## src/rtl/z80_bus_arbiter.sv

```systemverilog
// z80_bus_arbiter
// Shares the Z80 system bus between the CPU and NREQ DMA masters. It takes the bus
// from the CPU with busrq_n/busak_n, then grants it to one master in round-robin
// order. A grant is revoked after MAX_HOLD cycles. The CPU then keeps the bus for at
// least CPU_MIN cycles before the next request. All state advances only when i_cen=1.
//
// Ports
//   clk         system clock
//   reset_n     asynchronous, active-low reset
//   i_cen       clock enable, same strobe as the CPU core
//   i_dma_req   level request per master, held high until the master is done
//   o_dma_gnt   one-hot grant; a master may drive the bus only while its bit is high
//   o_busrq_n   bus request to the CPU
//   i_busak_n   bus acknowledge from the CPU
//   o_owner     index of the last or current granted master
//   o_cpu_owns  high while the CPU drives the bus (IDLE/ARM)
//   o_preempt   one-cen-cycle pulse when MAX_HOLD revokes a grant
module z80_bus_arbiter #(
  parameter int NREQ     = 2,
  parameter int MAX_HOLD = 64,
  parameter int CPU_MIN  = 4
) (
  input  logic            clk,
  input  logic            reset_n,
  input  logic            i_cen,
  input  logic [NREQ-1:0] i_dma_req,
  output logic [NREQ-1:0] o_dma_gnt,
  output logic            o_busrq_n,
  input  logic            i_busak_n,
  output logic [2:0]      o_owner,
  output logic            o_cpu_owns,
  output logic            o_preempt
);

  localparam int IW = (NREQ > 1) ? $clog2(NREQ) : 1;
  localparam int HW = $clog2(MAX_HOLD + 1);
  localparam int CW = (CPU_MIN > 0) ? $clog2(CPU_MIN + 1) : 1;
  localparam logic [IW-1:0] LAST_IDX    = IW'(NREQ - 1);
  localparam logic [HW-1:0] HOLD_MAX    = HW'(MAX_HOLD);
  localparam logic [CW-1:0] CPU_MIN_CNT = CW'(CPU_MIN);

  typedef enum logic [2:0] {
    IDLE,
    ARM,
    GRANT,
    REL,
    WAITC
  } state_t;

  state_t          r_state;
  logic            r_busrq_n;
  logic [NREQ-1:0] r_dmaGnt;
  logic [2:0]      r_owner;
  logic            r_cpuOwns;
  logic            r_preempt;
  logic [IW-1:0]   r_rrPtr;
  logic [IW-1:0]   r_winner;
  logic [HW-1:0]   r_holdCnt;
  logic [CW-1:0]   r_cpuCnt;

  logic [IW-1:0]   w_winner;
  logic [NREQ-1:0] w_winnerOneHot;
  logic [2:0]      w_winnerExt;
  logic [IW-1:0]   w_nextPtr;
  logic            w_winnerReq;

  // Scan requesters starting at the round-robin pointer and wrap past NREQ-1.
  // The first active requester found wins.
  always_comb begin
    int            idx;
    logic [IW-1:0] idxBits;
    logic          found;
    idx      = 0;
    idxBits  = '0;
    found    = 1'b0;
    w_winner = r_rrPtr;
    for (int i = 0; i < NREQ; i++) begin
      idx = int'(r_rrPtr) + i;
      if (idx >= NREQ) idx = idx - NREQ;
      idxBits = idx[IW-1:0];
      if (!found && i_dma_req[idxBits]) begin
        w_winner = idxBits;
        found    = 1'b1;
      end
    end
  end

  always_comb begin
    w_winnerOneHot           = '0;
    w_winnerOneHot[r_winner] = 1'b1;
    w_winnerExt              = '0;
    w_winnerExt[IW-1:0]      = r_winner;
  end

  assign w_winnerReq = i_dma_req[r_winner];
  assign w_nextPtr   = (r_winner == LAST_IDX) ? '0 : r_winner + IW'(1);

  always_ff @(posedge clk or negedge reset_n) begin
    if (!reset_n) begin
      r_state   <= IDLE;
      r_busrq_n <= 1'b1;
      r_dmaGnt  <= '0;
      r_owner   <= '0;
      r_cpuOwns <= 1'b1;
      r_preempt <= 1'b0;
      r_rrPtr   <= '0;
      r_winner  <= '0;
      r_holdCnt <= '0;
      r_cpuCnt  <= '0;
    end else if (i_cen) begin
      r_preempt <= 1'b0;
      case (r_state)
        IDLE: begin
          if (r_cpuCnt < CPU_MIN_CNT) r_cpuCnt <= r_cpuCnt + CW'(1);
          if (r_cpuCnt >= CPU_MIN_CNT && i_busak_n && |i_dma_req) begin
            r_winner  <= w_winner;
            r_busrq_n <= 1'b0;
            r_state   <= ARM;
          end
        end
        ARM: begin
          // The request is already committed to the CPU. If the winner has gone away,
          // still step through REL so that busrq_n is released cleanly.
          if (!i_busak_n) begin
            r_cpuOwns <= 1'b0;
            if (w_winnerReq) begin
              r_dmaGnt  <= w_winnerOneHot;
              r_owner   <= w_winnerExt;
              r_holdCnt <= HW'(1);
              r_state   <= GRANT;
            end else begin
              r_state <= REL;
            end
          end
        end
        GRANT: begin
          if (i_busak_n) begin
            // The CPU took the bus back without being asked. Get off the bus at once.
            r_dmaGnt  <= '0;
            r_busrq_n <= 1'b1;
            r_rrPtr   <= w_nextPtr;
            r_state   <= WAITC;
          end else if (!w_winnerReq || r_holdCnt == HOLD_MAX) begin
            r_dmaGnt  <= '0;
            r_rrPtr   <= w_nextPtr;
            r_preempt <= w_winnerReq;
            r_state   <= REL;
          end else begin
            r_holdCnt <= r_holdCnt + HW'(1);
          end
        end
        REL: begin
          r_busrq_n <= 1'b1;
          r_state   <= WAITC;
        end
        WAITC: begin
          if (i_busak_n) begin
            r_cpuOwns <= 1'b1;
            r_cpuCnt  <= '0;
            r_state   <= IDLE;
          end
        end
        default: r_state <= IDLE;
      endcase
    end
  end

  assign o_dma_gnt  = r_dmaGnt;
  assign o_busrq_n  = r_busrq_n;
  assign o_owner    = r_owner;
  assign o_cpu_owns = r_cpuOwns;
  assign o_preempt  = r_preempt;

endmodule

```

## config.mk

```make
export PLATFORM = sky130hd
export DESIGN_NAME = z80_bus_arbiter
export DESIGN_NICKNAME = d
export VERILOG_FILES = /design/src/rtl/z80_bus_arbiter.sv
export SDC_FILE = /design/constraint.sdc
export NUM_CORES = 1
export LEC_CHECK = 0
export CAP_MARGIN = 20
export CORE_MARGIN = 1
export CORE_UTILIZATION = 50
export DETAILED_ROUTE_END_ITERATION = 16
export PLACE_DENSITY = 0.69
export SKIP_LAST_GASP = 1
export SLEW_MARGIN = 25
export SYNTH_ARGS = -nofsm -noshare
export SYNTH_HDL_FRONTEND = slang
export SYNTH_SLANG_ARGS = --single-unit
```

## constraint.sdc

```tcl
create_clock -name clk -period 1.95 [get_ports clk]
set_input_delay 0.2925 -clock clk [delete_from_list [all_inputs] [get_ports clk]]
set_output_delay 0.2925 -clock clk [all_outputs]
set_load 0.05 [all_outputs]
```

==> qor.yml <==
gr-usage-met2_pct: 37.7
ys_ff_latch: 21
max-clock-path-buffers: 2
drcViolationCount: 0
drive_above_1_share_pct: 18.0
r2r_start: "r_holdCnt[2]"
dp_hpwl_mm: 1.99
final_nets: 160
cts_tree: "done"
grt_pass1_vias: 961
synth.mux.area_fraction_pct: 2.07
postCtsSetupBuffers: 0
setup_ws_ps: 133
avgRoutedWirePerCell_um: 14.9
yosysWarningCount: 0
crit_fanout: 4
yosys.area_share.simple_pct: 20.5
post-route-period-util_pct: 93.2
maxSlewViolCount: 0
rsz0062_at_grt: "false"
die_width_um: 51.2
critical_path_required_ps: 2150
dr.pass1.iters: 4
initial_utilization_pct: 53.7
synth-edff-count: 0
worstSkewPairLatency_ps: 310
busiest_layer: "met2"
synth_top_family_by_area: "compound AO/OA/AOI/OAI gates"
cts_buffers: 3
placed_cell_area_mm2: 0.00142
drt_iter0_drc: 46
io_pins: 14
clkSlewWorstSetupHoldPaths_ps: 120
use_met1_pct: 30.0
antenna_cells: 0
end_kind: "register"
r2r-end: "r_holdCnt[2]"
wirelength_mm: 2.66
leakage_nw: 0.625
netlist_instances: 129
avgSynthCellArea_um2: 9.39
nFillCells: 212
ys_seq_area_share_pct: 43.6
grt_max_degree: 12
slowest_stage: "nor4_1"
io_buffers: 11
final.min_clock_period_ps: 1820
place_ws_ps: -81.1
ir_drop_uv: 900
async_flop_share_pct: 100
cts_sinks: 21
cp.arrival_ps: 2020
slew_headroom_pct: 65.8
fp-row-count: 17
die_h_um: 51.2
post_cts_resized: 0
globalplace.congestion: 0.865
max_stage_delay_ps: 510
core_area_mm2: 0.00225
synth_top_flop_cell: "dfrtp_1"
numPlacedInstances: 174
worstMarginPinSlew_ps: 509
outcome: "finished clean"
synth_xor_area_share_pct: 0
htreeDepth: 1
final_core_util_pct: 64.0
grt_pass1_wl_mm: 4.37
via_per_inst: 5.96
syn_area_mm2: 0.00121
reg2reg_depth: 4
via_count: 1060
cp_cell_sequence: "nor4_1 -> a311o_2 -> nor2_1 -> a311o_1"
cap_violations: 0
ant_nets: 0
ctsHoldBuffers: 0
rrSetupSlack_ps: 130
overflow: 0
grtUsageMet3_pct: 3.57
synth.distinct_cells: 44
hp-class: "input port to async pin"
die-area_mm2: 0.00262
start_kind: "register"
critical_path_class: "register to register"
finClkSkew_ps: 6.17
final_hold_viol_count: 0
finalSetupViolCount: 0
fin_area_mm2: 0.00144
antenna_found_initial: 0
syn_to_final_growth_pct: 19.2
track_usage_pct: 22.5
cellPowerDensity_mw_per_mm2: 1270
fmax_ghz: 0.550
instances_no_fill: 178
synth-compound-area-share_pct: 24.0
synthAdderAreaFrac_pct: 3.93
ctsRootBufferMaster: "clkbuf_4"
-- routing by layer --
| layer | wire length [um] | vias to the layer above |
|---|---|---|
| met3 | 111 | 2 |
| li1 | - | 524 |
| met1 | 1260 | 498 |
| met5 | 0 | - |
| met2 | 1270 | 36 |
| met4 | 17 | 0 |
-- cells in the final DEF, fill, tap and decap left out, drive strengths merged, types with 3 or more instances in the layout --
cell and instances:
nor3 6, nand3 5, nor3b 3, a21oi 5, buf 16, clkdlybuf4s50 9, nor4 4, o22ai 6
clkbuf 4, nor2 4, o21ai 12, nand2 11, ha 3, a22o 3, dfrtp 19, inv 7
-- report_power, final --
group	internal, W	switching [W]	total [W]	leakage [nW]
clock network	0.0000798	0.000133	0.000212	0.0150
registers	0.000583	0.000163	0.000746	0.257
logic	0.000362	0.000512	0.000874	0.352
total	0.00103	0.000808	0.00183	0.625
-- worst max-delay path by stage --
stage | from | slack [ps] | depth (start not counted) | endpoint
6_report | r_holdCnt[2] | 130 | 4 | r_holdCnt[2]
5_1_grt | r_holdCnt[2] | 60 | 4 | r_holdCnt[2]
4_1_cts | r_winner | 180 | 4 | r_holdCnt[6]
3_5_place_dp | i_dma_req[0] | -80 | 5 | r_holdCnt[6]
3_3_place_gp | i_dma_req[0] | -30 | 5 | r_holdCnt[6]
2_1_floorplan | r_state[0] | 260 | 5 | r_holdCnt[6]
-- registers in the layout, indices dropped and copies added (netlist names) --
name	cells
o_owner	1
r_winner	1
o_busrq_n	1
r_rrPtr	1
o_dma_gnt	2
o_preempt	1
r_state	3
r_holdCnt	7
o_cpu_owns	1
r_cpuCnt	3
-- Yosys cell counts, drive strengths merged (2+ instances only) --
master,n,area [um^2]
ha,3,37.5
nor3b,3,22.5
o21ai,12,60.1
clkbuf,6,22.5
nor3,6,30.0
nand2,11,41.3
o22ai,6,37.5
nand3,5,25.0
buf,3,20.0
a211oi,2,15.0
dfstp,2,52.6
a311o,2,21.3
nand3b,2,15.0
nand2b,2,12.5
nor2,4,15.0
dfrtp,19,475
a22o,3,26.3
inv,7,26.3
o31ai,2,15.0
a21o,2,15.0
a21oi,5,25.0
nor4,4,40.0
or4,2,18.8
-- area by class of cell --
cell class              instances  area (um^2)  area share (%)
flip-flops and latches         21          528            36.6
repair buffers                 25          210            14.6
clock buffers                   4         26.3            1.82
well taps                      28         35.0            2.43
inverters                       7         26.3            1.82
multi-input cells              93          618            42.8
-- logic make-up (layout without fill, tap and decap cells) --
logic type,count (synthesis),in the layout
other,1,2
flip-flops,21,21
buffers and inverters,16,36
multiplexers,2,2
AO/OA/AOI/OAI,42,42
AND/OR/NAND/NOR,43,43
adder cells (fa/ha/maj),4,4
-- stage by stage --
stage          hold slack (ps)  TNS (ps)  power [W]
6_report                   304         0    0.00183
3_3_place_gp               455     -34.2    0.00159
5_1_grt                    340         0    0.00195
4_1_cts                    319         0    0.00183
2_1_floorplan            -3.09         0    0.00133
3_5_place_dp               462      -163    0.00162
-- worst max-delay path, delay by kind of cell, from the launching register on --
kind	cells	cell delay, ps
compound gates	2	680
simple gates	2	600
flops	1	440
No activity file was read; power rests on OpenSTA's default activity.
